$ cat config.mk
export PLATFORM = sky130hd
export DESIGN_NAME = movingsum_decoder_flat
export DESIGN_NICKNAME = d
export VERILOG_FILES = /design/src/rtl/movingsum_decoder_if.sv /design/src/rtl/movingsum_decoder.sv /design/src/flat_wrapper.sv
export SDC_FILE = /design/constraint.sdc
export NUM_CORES = 1
export LEC_CHECK = 0
export BUFFER_PORTS_ARGS = -buffer_cell sky130_fd_sc_hd__clkbuf_2
export CORE_MARGIN = 10
export CORE_UTILIZATION = 29
export DETAILED_ROUTE_END_ITERATION = 12
export PLACE_DENSITY = 0.45
export SYNTH_ARGS = -nofsm -noshare
export SYNTH_HDL_FRONTEND = slang
export SYNTH_SLANG_ARGS = --single-unit
$ cat constraint.sdc
create_clock -name system1000 -period 7.59 [get_ports system1000]
set_input_delay 1.1385 -clock system1000 [delete_from_list [all_inputs] [get_ports system1000]]
set_output_delay 1.1385 -clock system1000 [all_outputs]
set_load 0.05 [all_outputs]
$ cat src/rtl/movingsum_decoder_if.sv
// Stream interface for the moving-sum decoder: sum samples in, reconstructed samples out.
// The decoder takes the slave modport and the upstream/downstream side takes the master modport.
interface movingsum_decoder_if #(
   parameter int WIDTH = 8
);
   logic             in_valid;
   logic             in_ready;
   logic [WIDTH-1:0] y_i;
   logic             out_valid;
   logic             out_ready;
   logic [WIDTH-1:0] x_o;

   modport master (
      output in_valid, y_i, out_ready,
      input  in_ready, out_valid, x_o
   );

   modport slave (
      input  in_valid, y_i, out_ready,
      output in_ready, out_valid, x_o
   );
endinterface

$ cat src/rtl/movingsum_decoder.sv
// Inverse of a TAPS-tap wrapping moving-sum filter: x[n] = y[n] - y[n-1] + x[n-TAPS].
// Define MOVINGSUM_DECODER_OUTREG_EN to add a second output register stage (2-cycle latency).
module movingsum_decoder #(
   parameter int WIDTH = 8,
   parameter int TAPS  = 4
) (
   input  logic                system1000,
   input  logic                system1000_rst,
   input  logic                sync_i,
   movingsum_decoder_if.slave  bus,
   output logic                primed_o
);
   localparam int CW = $clog2(TAPS + 1);

   logic [WIDTH-1:0] y_prev_q, y_prev_d;
   logic [WIDTH-1:0] hist_q [TAPS];
   logic [WIDTH-1:0] hist_d [TAPS];
   logic [CW-1:0]    cnt_q, cnt_d;

   logic             out_valid_q, out_valid_d;
   logic [WIDTH-1:0] x_q, x_d;
   logic             primed_q, primed_d;

   logic             accept;
   logic             in_ready;
   logic [WIDTH-1:0] y_prev_eff;
   logic [WIDTH-1:0] tap_eff;
   logic [CW-1:0]    cnt_eff;
   logic [WIDTH-1:0] x_new;

   assign accept = bus.in_valid && in_ready;

   // A sync on the same edge as an accept decodes against cleared history (n=0).
   assign y_prev_eff = sync_i ? '0 : y_prev_q;
   assign tap_eff    = sync_i ? '0 : hist_q[TAPS-1];
   assign cnt_eff    = sync_i ? '0 : cnt_q;
   assign x_new      = bus.y_i - y_prev_eff + tap_eff;

   always_comb begin
      y_prev_d = y_prev_q;
      cnt_d    = cnt_q;
      for (int k = 0; k < TAPS; k++) begin
         hist_d[k] = hist_q[k];
      end
      if (sync_i) begin
         y_prev_d = '0;
         cnt_d    = '0;
         for (int k = 0; k < TAPS; k++) begin
            hist_d[k] = '0;
         end
      end
      if (accept) begin
         y_prev_d  = bus.y_i;
         hist_d[0] = x_new;
         for (int k = 1; k < TAPS; k++) begin
            hist_d[k] = sync_i ? '0 : hist_q[k-1];
         end
         cnt_d = (cnt_eff == CW'(TAPS)) ? cnt_eff : cnt_eff + 1'b1;
      end
   end

   always_ff @(posedge system1000 or posedge system1000_rst) begin
      if (system1000_rst) begin
         y_prev_q <= '0;
         cnt_q    <= '0;
         for (int k = 0; k < TAPS; k++) begin
            hist_q[k] <= '0;
         end
      end else begin
         y_prev_q <= y_prev_d;
         cnt_q    <= cnt_d;
         for (int k = 0; k < TAPS; k++) begin
            hist_q[k] <= hist_d[k];
         end
      end
   end

`ifdef MOVINGSUM_DECODER_OUTREG_EN
   logic             s1_valid_q, s1_valid_d;
   logic [WIDTH-1:0] s1_x_q, s1_x_d;
   logic             s1_primed_q, s1_primed_d;
   logic             s2_free;

   assign s2_free  = !out_valid_q || bus.out_ready;
   assign in_ready = !s1_valid_q || s2_free;

   always_comb begin
      s1_valid_d  = s1_valid_q;
      s1_x_d      = s1_x_q;
      s1_primed_d = s1_primed_q;
      out_valid_d = out_valid_q;
      x_d         = x_q;
      primed_d    = primed_q;
      if (s2_free) begin
         out_valid_d = s1_valid_q;
         if (s1_valid_q) begin
            x_d      = s1_x_q;
            primed_d = s1_primed_q;
         end
      end
      if (accept) begin
         s1_valid_d  = 1'b1;
         s1_x_d      = x_new;
         s1_primed_d = (cnt_d == CW'(TAPS));
      end else begin
         if (s2_free) begin
            s1_valid_d = 1'b0;
         end
         if (sync_i) begin
            s1_primed_d = 1'b0;
         end
      end
   end

   always_ff @(posedge system1000 or posedge system1000_rst) begin
      if (system1000_rst) begin
         s1_valid_q  <= 1'b0;
         s1_x_q      <= '0;
         s1_primed_q <= 1'b0;
      end else begin
         s1_valid_q  <= s1_valid_d;
         s1_x_q      <= s1_x_d;
         s1_primed_q <= s1_primed_d;
      end
   end
`else
   assign in_ready = !out_valid_q || bus.out_ready;

   always_comb begin
      out_valid_d = out_valid_q;
      x_d         = x_q;
      primed_d    = primed_q;
      if (accept) begin
         out_valid_d = 1'b1;
         x_d         = x_new;
         primed_d    = (cnt_d == CW'(TAPS));
      end else begin
         if (bus.out_ready) begin
            out_valid_d = 1'b0;
         end
         if (sync_i) begin
            primed_d = 1'b0;
         end
      end
   end
`endif

   always_ff @(posedge system1000 or posedge system1000_rst) begin
      if (system1000_rst) begin
         out_valid_q <= 1'b0;
         x_q         <= '0;
         primed_q    <= 1'b0;
      end else begin
         out_valid_q <= out_valid_d;
         x_q         <= x_d;
         primed_q    <= primed_d;
      end
   end

   assign bus.in_ready  = in_ready;
   assign bus.out_valid = out_valid_q;
   assign bus.x_o       = x_q;
   assign primed_o      = primed_q;
endmodule

$ cat src/flat_wrapper.sv
// flat-port wrapper written by rule: the top's interface ports become plain ports
module movingsum_decoder_flat 
#(
   parameter int WIDTH = 8,
   parameter int TAPS  = 4
)
  (system1000, system1000_rst, sync_i, primed_o, bus_in_valid, bus_y_i, bus_out_ready, bus_in_ready, bus_out_valid, bus_x_o);
  movingsum_decoder_if #(.WIDTH(WIDTH)) bus_i ();
  input  logic system1000;
  input  logic system1000_rst;
  input  logic sync_i;
  output logic primed_o;
  input wire logic [$bits(bus_i.in_valid)-1:0] bus_in_valid;
  input wire logic [$bits(bus_i.y_i)-1:0] bus_y_i;
  input wire logic [$bits(bus_i.out_ready)-1:0] bus_out_ready;
  output wire logic [$bits(bus_i.in_ready)-1:0] bus_in_ready;
  output wire logic [$bits(bus_i.out_valid)-1:0] bus_out_valid;
  output wire logic [$bits(bus_i.x_o)-1:0] bus_x_o;
  assign bus_i.in_valid = bus_in_valid;
  assign bus_i.y_i = bus_y_i;
  assign bus_i.out_ready = bus_out_ready;
  assign bus_in_ready = bus_i.in_ready;
  assign bus_out_valid = bus_i.out_valid;
  assign bus_x_o = bus_i.x_o;
  movingsum_decoder #(.WIDTH(WIDTH), .TAPS(TAPS)) u_core (.system1000(system1000), .system1000_rst(system1000_rst), .sync_i(sync_i), .bus(bus_i), .primed_o(primed_o));
endmodule
==> reports/qor.csv <==
metric,value,unit
status,"complete, no violations",
setup_tns,0,ns
cts_buffers,5,
final_antenna_net_count,0,
worstPathCellList,"clkbuf_2, nor2b_1, fa_1, inv_1, fa_1, a21o_1, a21oi_2, nor2b_1, or4_4, nand4_1",
critPathRequiredTime,7.83,ns
grt_pass1_vias,1967,
critPathTopFamily,adder cells,
holdBufCountCts,0,
pin_count,24,
placed_cell_area,0.002922,mm²
ir_drop,0.1116,mV
slew_headroom,0.3946,
r2r-start,u_core.y_prev_q[1],
r2r_setup_slack,4.95,ns
postCtsSetupRepairBufs,0,
cts_num_sinks,53,
core,0.009153,mm²
start_kind,input port,
critPathMaxStageDelay,0.67,ns
rsz0062_at_grt,false,
fin_hold_ws,0.4869,ns
final_cell_mix,"84 x nand2_1, 53 x dfrtp_1, 31 x a21oi_1, 23 x clkbuf_2, 21 x inv_1",
grt_antenna_before_repair,0,
drtIter0Drc,134,
hold_class,register to register,
synth.distinct_cells,30,
leakagePower,1.472,nW
cp_max_fo,46,
die_width,116.5,µm
slowest_stage,clkbuf_2,
vias_per_cell,4.524,
hold_viol_final,0,
diodes,0,
cts_repair_resize_count,0,
netlist_area,0.002701,mm²
grt_overflow_total,0,
r2r_end,u_core.bus.x_o[6],
drc,0,
cts_root_buf,clkbuf_8,
critical_path_buf_inv_count,2,
worstSetupPathType,input port to register,
fin_nets,338,
dr.pass1.iters,4,
multi_input_area,0.001236,mm²
hold_start,u_core.hist_q[25],
tightest_slew,0.9081,ns
synthCells,288,
clkLatencyLatePin,0.31,ns
endpoint_kind,register,
utilization,0.3314,
start_util,0.2951,
final_common_cell,nand2_1,
ys.warnings.count,0,
layout-area-overhead-vs-synth,12.27,%
grt_max_degree,54,
fmax,260.6,MHz
rows,35,
timing.max_cap.violations,0,
hold_end,u_core.hist_q[25],
synth_seq_cells,53,
grt_use_total,0.08939,
dp_hpwl,3.552,mm
cts_tree,built,
ctsLongestPathBuffers,2,
die_area,0.01358,mm²
critical_path_arrival,4.08,ns
grt_first_pass_wirelength,9.680,mm
period_minus_slack,3.837,ns
wl_per_cell,13.22,µm
layout-drive-gt1-share,0.1456,
drv_slew,0,
drt-total-wl,5.554,mm
clk_pin_slew,0.10,ns
n_fill_cell,994,
place_congestion,0.6924,
htree_levels,2,
p_per_area,232.7,mW/mm²
synth.avg_cell_area,9.380,µm²
synth_fp_nets,318,
r2r_cells,9,
seq_area,0.001326,mm²
via_count,1900,
finalClockSkew,0.008355,ns
layout_worst_path_cycle_share,0.5055,
die_y,116.5,µm
numPortBuffers,23,
holdPathStages,2,
stdcell_area,0.003033,mm²
yosysSeqAreaShare,0.4910,
setup_viol,0,
worst max path at each step:
stage	startpoint	endpoint	slack [ns]	cells after the start
floorplan	sync_i	u_core.bus.x_o[6]	3.98	11
global placement	sync_i	u_core.bus.x_o[6]	3.44	10
detailed placement	sync_i	u_core.hist_q[30]	3.39	10
CTS	sync_i	u_core.bus.x_o[6]	3.73	10
global route	sync_i	u_core.bus.x_o[6]	3.57	10
finish	sync_i	u_core.bus.x_o[6]	3.75	10
routing by layer:
metal  share of wire  wire length (µm)  track usage  vias up
li1                -                 -            -      954
met1            0.52              2865       0.1255      916
met2            0.44              2426       0.1301       25
met3           0.036               202      0.02414        5
met4           0.011                59      0.02752        0
met5               0                 0            0        -
report_power, final:
group / switching, W / leakage [nW] / internal (W)
clock: 0.0000979 / 0.0554 / 0.0000993
sequential: 0.0000147 / 0.702 / 0.000313
combinational: 0.000124 / 0.715 / 0.0000562
cells in the mapped netlist:
library cell  count  share of area
nand3b_1          2         0.0056
buf_2             6          0.011
dfrtp_1          53           0.49
nand2b_1         11          0.025
xor2_1            3         0.0097
xnor2_1           6          0.019
and3b_1           1         0.0032
or4_4             1         0.0042
clkbuf_1          7         0.0097
o31ai_1           1         0.0028
o21ai_1           3         0.0056
a21oi_1          31          0.057
nand4_1           2         0.0046
fa_1              7          0.052
nand2_1          84           0.12
mux2_2            9          0.038
nand4b_1          1         0.0032
a31o_1            1         0.0032
nor2b_1          11          0.025
and2_1            1         0.0023
a22o_1            1         0.0032
a21oi_2           1         0.0032
or3_1             1         0.0023
inv_1            22          0.031
a31oi_1           1         0.0023
ha_1             10          0.046
nand3_1           1         0.0019
a21o_1            3         0.0083
nor2_1            6         0.0083
and4_1            1         0.0032
cells by family (layout without fill, tap and decap cells):
group | after synthesis | count (layout) | share of synthesized area
fa+ha+maj | 17 | 17 | 0.09819
simple gates | 123 | 123 | 0.2066
xor+xnor | 9 | 9 | 0.02918
buf+inv | 35 | 56 | 0.05142
flops | 53 | 53 | 0.4910
mux | 9 | 9 | 0.03752
compound gates | 42 | 42 | 0.08615
cell type report:
type	instances	area share
Sequential cell	53	0.4373
Inverter	22	0.02723
Clock buffer	6	0.02393
Clock inverter	2	0.01279
Tap cell	111	0.04579
Timing Repair Buffer	26	0.04538
Multi-Input combinational cell	200	0.4076
flip-flops by register name (all words and copies together), names as in the netlist:
register and count:
u_core.bus.out_valid 1, u_core.bus.x_o 8, u_core.cnt_q 3, u_core.hist_q 32, u_core.primed_o 1, u_core.y_prev_q 8
per-stage QoR:
step / worst slack (ns) / total power (W) / cells
after floorplan: 3.984 / 0.0004714 / 288
after global placement: 3.442 / 0.0005171 / 412
after detailed placement: 3.389 / 0.0005175 / 412
after CTS: 3.730 / 0.0007189 / 420
after global routing: 3.565 / 0.0007504 / 420
final: 3.753 / 0.0007056 / 420
worst register-to-register path, cell delays in order, from the launching register on:
cell and delay, ns:
dfrtp_1 0.37, nor2b_1 0.15, fa_1 0.54, inv_1 0.07, fa_1 0.46, a21o_1 0.19
a21oi_2 0.16, nor2b_1 0.08, or4_4 0.48, nand4_1 0.08
(Power assumes the default switching activity.)
